<file path="src/rtl/booth_divider_if.sv">
// Handshake and operand/result bundle between the MAC controller and booth_divider.
// The controller drives through the master modport; the divider attaches as slave.
interface booth_divider_if #(
    parameter int DATA_WIDTH = 9
);
    logic                           start_in;
    logic signed [2*DATA_WIDTH-1:0] dividendo_in;
    logic signed [DATA_WIDTH-1:0]   divisor_in;
    logic signed [DATA_WIDTH-1:0]   cociente_out;
    logic signed [DATA_WIDTH-1:0]   residuo_out;
    logic                           flag_out;
    logic                           busy_out;
    logic                           done_out;

    modport master (
        output start_in, dividendo_in, divisor_in,
        input  cociente_out, residuo_out, flag_out, busy_out, done_out
    );

    modport slave (
        input  start_in, dividendo_in, divisor_in,
        output cociente_out, residuo_out, flag_out, busy_out, done_out
    );
endinterface

</file>
<file path="src/rtl/booth_divider.sv">
// Sequential signed divider: 2N-bit dividend by N-bit divisor, restoring division on
// magnitudes at one quotient bit per clock, with signs and range applied at the end.
module booth_divider #(
    parameter int DATA_WIDTH = 9
) (
    input  logic            clk_in,
    input  logic            rst_n_in,
    booth_divider_if.slave  bus
);
    localparam int N  = DATA_WIDTH;
    localparam int CW = $clog2(N + 1);

    localparam logic [N-1:0] Q_POS_MAX = {1'b0, {(N-1){1'b1}}};
    localparam logic [N-1:0] Q_NEG_MAX = {1'b1, {(N-1){1'b0}}};

    typedef enum logic [1:0] {
        S_IDLE,
        S_DIV,
        S_DONE
    } state_t;

    state_t        r_state;
    logic [N-1:0]  r_rem;
    logic [N-1:0]  r_quo;
    logic [N:0]    r_dvs;
    logic          r_sign_q;
    logic          r_sign_r;
    logic          r_err;
    logic [CW-1:0] r_count;
    logic [N-1:0]  r_cociente;
    logic [N-1:0]  r_residuo;
    logic          r_flag;
    logic          r_busy;
    logic          r_done;

    // Magnitudes are one bit wider than the operands so the most negative values do not wrap.
    logic [2*N:0]  w_dvd_ext;
    logic [2*N:0]  w_dvd_mag;
    logic [N:0]    w_dvs_ext;
    logic [N:0]    w_dvs_mag;
    logic          w_err_in;

    assign w_dvd_ext = {bus.dividendo_in[2*N-1], bus.dividendo_in};
    assign w_dvd_mag = bus.dividendo_in[2*N-1] ? -w_dvd_ext : w_dvd_ext;
    assign w_dvs_ext = {bus.divisor_in[N-1], bus.divisor_in};
    assign w_dvs_mag = bus.divisor_in[N-1] ? -w_dvs_ext : w_dvs_ext;
    assign w_err_in  = (bus.divisor_in == '0) || (w_dvd_mag[2*N:N] >= w_dvs_mag);

    // Partial remainder stays below |divisor|, so the trial difference fits N+1 signed bits
    // and its top bit alone tells whether the subtraction succeeded.
    logic [N:0]    w_shift;
    logic [N:0]    w_diff;
    logic          w_ge;

    assign w_shift = {r_rem, r_quo[N-1]};
    assign w_diff  = w_shift - r_dvs;
    assign w_ge    = ~w_diff[N];

    logic [N-1:0]  w_q_signed;
    logic [N-1:0]  w_r_signed;
    logic          w_q_over;

    assign w_q_signed = r_sign_q ? -r_quo : r_quo;
    assign w_r_signed = r_sign_r ? -r_rem : r_rem;
    assign w_q_over   = r_sign_q ? (r_quo > Q_NEG_MAX) : (r_quo > Q_POS_MAX);

    // NOTE: every register here, datapath included, is cleared by the async reset so a
    // reset mid-operation leaves no stale operand state behind.
    always_ff @(posedge clk_in or negedge rst_n_in) begin
        if (!rst_n_in) begin
            r_state    <= S_IDLE;
            r_rem      <= '0;
            r_quo      <= '0;
            r_dvs      <= '0;
            r_sign_q   <= 1'b0;
            r_sign_r   <= 1'b0;
            r_err      <= 1'b0;
            r_count    <= '0;
            r_cociente <= '0;
            r_residuo  <= '0;
            r_flag     <= 1'b0;
            r_busy     <= 1'b0;
            r_done     <= 1'b0;
        end else begin
            // NOTE: non-blocking assignments so every register updates from pre-edge values.
            case (r_state)
                S_IDLE: begin
                    r_done <= 1'b0;
                    if (bus.start_in) begin
                        r_rem    <= w_dvd_mag[2*N-1:N];
                        r_quo    <= w_dvd_mag[N-1:0];
                        r_dvs    <= w_dvs_mag;
                        r_sign_q <= bus.dividendo_in[2*N-1] ^ bus.divisor_in[N-1];
                        r_sign_r <= bus.dividendo_in[2*N-1];
                        r_err    <= w_err_in;
                        r_count  <= '0;
                        r_busy   <= 1'b1;
                        r_state  <= S_DIV;
                    end
                end
                S_DIV: begin
                    r_rem   <= w_ge ? w_diff[N-1:0] : w_shift[N-1:0];
                    r_quo   <= {r_quo[N-2:0], w_ge};
                    r_count <= r_count + CW'(1);
                    if (r_count == CW'(N - 1)) begin
                        r_state <= S_DONE;
                    end
                end
                S_DONE: begin
                    if (r_err || w_q_over) begin
                        r_cociente <= '0;
                        r_residuo  <= '0;
                        r_flag     <= 1'b1;
                    end else begin
                        r_cociente <= w_q_signed;
                        r_residuo  <= w_r_signed;
                        r_flag     <= 1'b0;
                    end
                    r_busy  <= 1'b0;
                    r_done  <= 1'b1;
                    r_state <= S_IDLE;
                end
                default: begin
                    r_busy  <= 1'b0;
                    r_done  <= 1'b0;
                    r_state <= S_IDLE;
                end
            endcase
        end
    end

    assign bus.cociente_out = r_cociente;
    assign bus.residuo_out  = r_residuo;
    assign bus.flag_out     = r_flag;
    assign bus.busy_out     = r_busy;
    assign bus.done_out     = r_done;
endmodule

</file>
<file path="src/flat_wrapper.sv">
// flat-port wrapper written by rule: the top's interface ports become plain ports
module booth_divider_flat 
#(
    parameter int DATA_WIDTH = 9
)
  (clk_in, rst_n_in, bus_start_in, bus_dividendo_in, bus_divisor_in, bus_cociente_out, bus_residuo_out, bus_flag_out, bus_busy_out, bus_done_out);
  booth_divider_if #(.DATA_WIDTH(DATA_WIDTH)) bus_i ();
  input  logic clk_in;
  input  logic rst_n_in;
  input wire logic [$bits(bus_i.start_in)-1:0] bus_start_in;
  input wire logic [$bits(bus_i.dividendo_in)-1:0] bus_dividendo_in;
  input wire logic [$bits(bus_i.divisor_in)-1:0] bus_divisor_in;
  output wire logic [$bits(bus_i.cociente_out)-1:0] bus_cociente_out;
  output wire logic [$bits(bus_i.residuo_out)-1:0] bus_residuo_out;
  output wire logic [$bits(bus_i.flag_out)-1:0] bus_flag_out;
  output wire logic [$bits(bus_i.busy_out)-1:0] bus_busy_out;
  output wire logic [$bits(bus_i.done_out)-1:0] bus_done_out;
  assign bus_i.start_in = bus_start_in;
  assign bus_i.dividendo_in = bus_dividendo_in;
  assign bus_i.divisor_in = bus_divisor_in;
  assign bus_cociente_out = bus_i.cociente_out;
  assign bus_residuo_out = bus_i.residuo_out;
  assign bus_flag_out = bus_i.flag_out;
  assign bus_busy_out = bus_i.busy_out;
  assign bus_done_out = bus_i.done_out;
  booth_divider #(.DATA_WIDTH(DATA_WIDTH)) u_core (.clk_in(clk_in), .rst_n_in(rst_n_in), .bus(bus_i));
endmodule
</file>
<file path="config.mk">
export PLATFORM = sky130hd
export DESIGN_NAME = booth_divider_flat
export DESIGN_NICKNAME = d
export VERILOG_FILES = /design/src/rtl/booth_divider_if.sv /design/src/rtl/booth_divider.sv /design/src/flat_wrapper.sv
export SDC_FILE = /design/constraint.sdc
export NUM_CORES = 1
export LEC_CHECK = 0
export CAP_MARGIN = 10
export CORE_MARGIN = 2
export CORE_UTILIZATION = 56
export DETAILED_ROUTE_END_ITERATION = 16
export GPL_TIMING_DRIVEN = 1
export PLACE_DENSITY = 0.81
export SKIP_CTS_REPAIR_TIMING = 1
export SYNTH_ARGS = -nofsm -noshare
export SYNTH_HDL_FRONTEND = slang
export SYNTH_SLANG_ARGS = --single-unit
</file>
<file path="constraint.sdc">
create_clock -name clk_in -period 3.2 [get_ports clk_in]
set_input_delay 0.64 -clock clk_in [delete_from_list [all_inputs] [get_ports clk_in]]
set_output_delay 0.64 -clock clk_in [all_outputs]
set_load 0.02 [all_outputs]
</file>
==> run metrics <==
Setup CP Type=in2reg; worst reg2reg path endpoint=u_core.bus.residuo_out[7]; antenna violations before repair=0; nets=571; Initial Util=0.575; slew margin rel.=0.478; share of layout cells above drive strength 1=0.129; Synth area leader=dfrtp_1; worst setup path endpoint=u_core.r_err; Final Core Density=0.729; Clk Latency, worst-skew pair=0.35 ns; M2 GR Usage=0.431; Die ar.=7580 um^2; Clock Sinks=58; fraction of registers with async set/reset=1.00; Leak=between 2 and 2.5 nW; max incr delay on CP=0.53 ns; Core Region=roughly 6700 um^2; VDD IR max=~0.41 mV; commonest register cell after synthesis=dfrtp_1; root buf cell=clkbuf_8; first-pass GRT wire length=15.7 mm; clock buffer depth=2; WHS=0.207 ns; num rows=30; final hold vios=0; Top Ports=51; GR Layer Usage met3=0.0512; Clk pin slew, worst setup/hold paths=approximately 0.06 ns; WP data required=3.40 ns; pin count of the biggest net entering global routing=43; Final min period=3.02 ns; arrival time at the worst endpoint=3.22 ns; design area=4900 um^2; Die W=87.1 um; Detailed Place HPWL=6.98 mm; Yosys cell types=54; Die H=87.1 um; vias in the first global route=roughly 3500; setup violators final=0; drt first pass iters=6; Post-synth EDFFs=0; Syn Nets=492; f_max=around 0.33 GHz; grt peak-use layer=met2; R2R Setup Slk=0.41 ns; Post-Syn Area=3860 um^2; Max Fanout on Critical Path=3; drt total wl=9.38 mm; Worst-Margin Slew=0.774 ns; Reg-to-Reg Start=u_core.r_quo[5]; drt first-iter violations=278; total number of vias=roughly 3600; Mean Syn Cell Area=between 8 and 9 um^2; placer congestion estimate=0.993; ranking of synthesized cells by area=dfrtp_1 38%, ha_1 8.7%, o21ai_0 6.3%; worst-path cell chain=clkdlybuf4s50_1 > or4_1 > or2_1 > o21ai_2 > xnor2_1 > ha_1 > a21o_1 > a211oi_2 > o21ai_0 > o2111ai_1 > a31oi_1; GR Overflow Total=0; post-route ant nets=0; Layout Area Growth over Synthesis=26.8%; Seq cells post-synth=58; CTS H-tree lvls=3; placed cell area=4660 um^2; GR Util met1=0.342; area occupied by registers=1450 um^2; total area of multi-input combinational cells=2270 um^2; CTS Buf Count=9; layout filler cell count=~510; CP startpoint=bus_dividendo_in[12]; Cell Pwr Density=983 nW/um^2; Startpoint Class=input port; Synth Instances=434; WL/cell=15.7 um; vias per cell=5.96; final setup TNS=0 ns; CTS tree=built; R2R cell count=7; Slowest-stage cell, CP=or4_1; status=complete, no violations; crit share post-route=0.945; sequential fraction of the synthesis area=0.376; port bufs=50; max cap viols=0; Ys Warns=0; post-synth top area share=0.376; HP Class=in2async; Total Routing Usage GR=0.265; Clock Skew=roughly 0.0051 ns; Ant. Diodes=0; Final Slew Violations=0; DRC Markers=0; endpoint class of the critical path=flip-flop
Yosys cell counts, types with 9 or more instances:
cell,count
o21ai_0,49
nor2_1,16
dfrtp_1,58
o21ai_1,9
o31ai_1,10
xor2_1,22
xnor2_1,19
ha_1,27
nand2_1,59
inv_1,24
clkbuf_1,17
mux2i_1,9
a21oi_1,14
o22ai_1,13
cell usage in the layout, fill, tap and decap left out, drive strengths merged, types with 10 or more instances in the layout:
| master | n |
|---|---|
| a21oi | 14 |
| buf | 37 |
| clkbuf | 10 |
| clkdlybuf4s50 | 49 |
| dfrtp | 58 |
| ha | 27 |
| inv | 24 |
| nand2 | 59 |
| nor2 | 17 |
| o21ai | 59 |
| o22ai | 13 |
| o31ai | 11 |
| xnor2 | 20 |
| xor2 | 22 |
worst min-delay path by stage:
| stage | startpoint | to | slack, ns | cells after the start |
|---|---|---|---|---|
| floorplan | rst_n_in | u_core.bus.busy_out | 0.34 | 0 |
| global placement | u_core.bus.done_out | u_core.bus.done_out | 0.46 | 2 |
| detailed placement | u_core.bus.busy_out | u_core.bus.busy_out | 0.47 | 1 |
| CTS | rst_n_in | u_core.bus.residuo_out[6] | 0.22 | 1 |
| global route | rst_n_in | u_core.bus.residuo_out[6] | 0.24 | 1 |
| finish | rst_n_in | u_core.bus.residuo_out[6] | 0.21 | 1 |
cell type report:
| cell class | count | share of cell area |
|---|---|---|
| clock buffers | 10 | 0.0281 |
| clock inverters | 6 | 0.0163 |
| inverters | 25 | 0.0192 |
| multi-input cells | 333 | 0.463 |
| flip-flops and latches | 58 | 0.296 |
| well taps | 80 | 0.0204 |
| repair buffers | 86 | 0.156 |
worst max-delay path, delay by kind of cell:
family	cells	cell delay, ns
and+or+nand+nor	2	0.80
xor gates and xnor gates	1	0.18
adders and majority gates	1	0.29
AOI/OAI and AO/OA	6	0.90
buffers and inverters	1	0.41
stage by stage:
stage	cells	setup WS (ns)	power [W]
CTS	598	0.101	0.00481
global placement	582	-0.105	0.00390
finish	598	0.176	0.00482
floorplan	434	0.319	0.00324
global route	598	-0.00858	0.00521
detailed placement	582	-0.250	0.00404
metal layers:
metal | share of wire | routed length, um
met2 | 0.49 | 4600
met3 | 0.063 | 587
met5 | 0 | 0
met4 | 0.031 | 289
met1 | 0.42 | 3900
cells by family (layout without fill, tap and decap cells):
family / Yosys count / count (layout) / synth area share
fa+ha+maj: 28 / 28 / 0.0926
compound gates: 131 / 131 / 0.213
flops: 58 / 58 / 0.376
buf+inv: 43 / 127 / 0.0418
simple gates: 120 / 120 / 0.149
xor+xnor: 42 / 42 / 0.100
other cells: 2 / 2 / 0.00194
mux: 10 / 10 / 0.0262
where the power goes:
| part | total (W) | switching (W) | internal [W] |
|---|---|---|---|
| clock | 0.000754 | 0.000301 | 0.000454 |
| combinational | 0.00262 | 0.00139 | 0.00122 |
| sequential | 0.00144 | 0.000377 | 0.00107 |
| total | 0.00482 | 0.00207 | 0.00275 |
sequential cells by signal (all words and copies together), names as in the netlist:
signal	count
u_core.bus.busy_out	1
u_core.bus.residuo_out	9
u_core.r_state	2
u_core.r_rem	9
u_core.bus.done_out	1
u_core.r_count	4
u_core.r_sign_r	1
u_core.bus.cociente_out	9
u_core.r_sign_q	1
u_core.r_err	1
u_core.bus.flag_out	1
u_core.r_dvs	10
u_core.r_quo	9
Note: power is estimated with default switching activity, not from simulation.
==> RTL change: new RTL, config.mk and constraints unchanged <==
Make the reset (`rst_n_in`) synchronous in one clocked block. Comments in the files are not updated.
--- a/src/rtl/booth_divider.sv
+++ b/src/rtl/booth_divider.sv
@@ -68,3 +68,3 @@
     // reset mid-operation leaves no stale operand state behind.
-    always_ff @(posedge clk_in or negedge rst_n_in) begin
+    always_ff @(posedge clk_in) begin
         if (!rst_n_in) begin
Check against the original RTL: differs if rst_n_in is asserted again (counterexample within 4 cycles, from zero or initial values and one cycle with rst_n_in low); with rst_n_in held inactive, the same outputs for 10 cycles.
==> RTL change against the unedited design <==
- via count grew 0.93%
- wire length shrank 0.48%
- area after synthesis shrank 5.4%
- core utilization grew 1.1 points
- worst setup slack gained 0.00073 ns
- final cell count grew 0.33%
- cell area shrank 4.1%
- first-iteration DRC count shrank 15%
- sequential cell count is the same
- critical path type unchanged
Power is not compared: it rests on default switching activity, and its combinational part moved more than twofold at a synthesized area within 25%.
==> RTL change: results (changes against the unedited design) <==
multi_input_comb_cells: 341  # +2.4%
initialDrtViolationCount: 237  # -15%
seqCellArea_um2: 1160  # -20%
core_area_um2: 6350  # -5.5%
clkCellAreaFrac: 0.0511  # +0.00670
met1_usage: 0.318  # -0.0241
wl_per_cell_um: 15.6  # -0.81%
layout.nets: 576  # +0.88%
synth-async-reset-ratio: 0  # -1.00
arrival_ns: 3.27  # +0.05 ns
num-nonclk-buffers: 83  # -3.5%
synth_area_leaders: "dfxtp_1, ha_1, xnor2_1"
ys.flop_type: "dfxtp_1"
synth_fa_ha_area_frac: 0.0979  # +0.00526
fillers: 484  # -4.7%
syn_area_per_cell_um2: 8.22  # -7.7%
yosysSeqAreaShare: 0.318  # -0.0581
worst-path-max-fanout: 4  # +1
grt_pass1_vias: 3433  # -0.78%
drive_above_1_share: 0.126  # -0.00315
synthDistinctLibCells: 50  # -7.4%
slowest_stage: "or4_4"
grt_pass1_wl_um: 15500  # -1.3%
dr.pass1.iters: 5  # -1
met3_usage: 0.0629  # +0.0117
grt_util_all_layers: 0.268  # +0.00305
synth.area.mux_share: 0.0222  # -0.00399
cp_slowest_stage_delay_ns: 0.51  # -0.02 ns
design.seq.count: 58  # unchanged
worstMarginPinSlew_ns: 0.837  # +0.0622 ns
hold_path_class: "reg2reg"
synth_compound_area_frac: 0.237  # +0.0244
grt_max_degree: 27  # -37%
path_delay_family: "simple AND/OR/NAND/NOR gates"
crit_start: "bus_dividendo_in[9]"
r2r_start: "u_core.r_dvs[1]"
status: "completed"
use_met2: 0.460  # +0.0286
layout.nonclk_buf_frac: 0.162  # +0.00617
## RTL change: power breakdown
group	switching [W]	total, W	internal (W)
combinational	0.000691	0.00128	0.000590
sequential	0.000152	0.000967	0.000815
clock	0.000301	0.000818	0.000516
total	0.00114	0.00307	0.00192
## RTL change: metrics by stage
step | TNS [ns] | power (W) | hold slack, ns | util | setup WS, ns
after floorplan | 0 | 0.00185 | 0.441 | - | 0.0191
after global placement | -1.31 | 0.00216 | 0.441 | 0.696 | -0.562
after detailed placement | -1.57 | 0.00222 | 0.464 | 0.696 | -0.633
after CTS | -0.362 | 0.00304 | 0.472 | 0.734 | -0.318
after global routing | 0 | 0.00325 | 0.519 | 0.740 | 0.0186
final | 0 | 0.00307 | 0.467 | 0.740 | 0.176
## RTL change: path summary, 6_finish.rpt
path | to | slack (ns) | cells past startpoint
setup / recovery | u_core.r_err | 0.18 | 9
hold / removal | u_core.bus.done_out | 0.47 | 2
setup reg to reg | u_core.r_rem[5] | 0.51 | 9
hold reg to reg | u_core.bus.done_out | 0.47 | 2
## RTL change: tightest hold or removal path, cell delays in order, from the launching register on
cell and delay, ns:
dfxtp_1 0.31, nand2_1 0.05, a21oi_1 0.06
## RTL change: cell families after synthesis
logic type               after synthesis
AND/OR/NAND/NOR                      132
AO/OA/AOI/OAI                        129
flip-flops                            58
buffers and inverters                 46
XOR/XNOR                              42
adder cells (fa/ha/maj)               28
multiplexers                           8
other                                  2
## RTL change: routing by layer
layer	part of all wire	up-vias	wire length, um
met3	0.058	29	539
met2	0.49	139	4560
met5	0	-	0
met1	0.43	1678	4000
met4	0.025	0	234
li1	-	1753	-
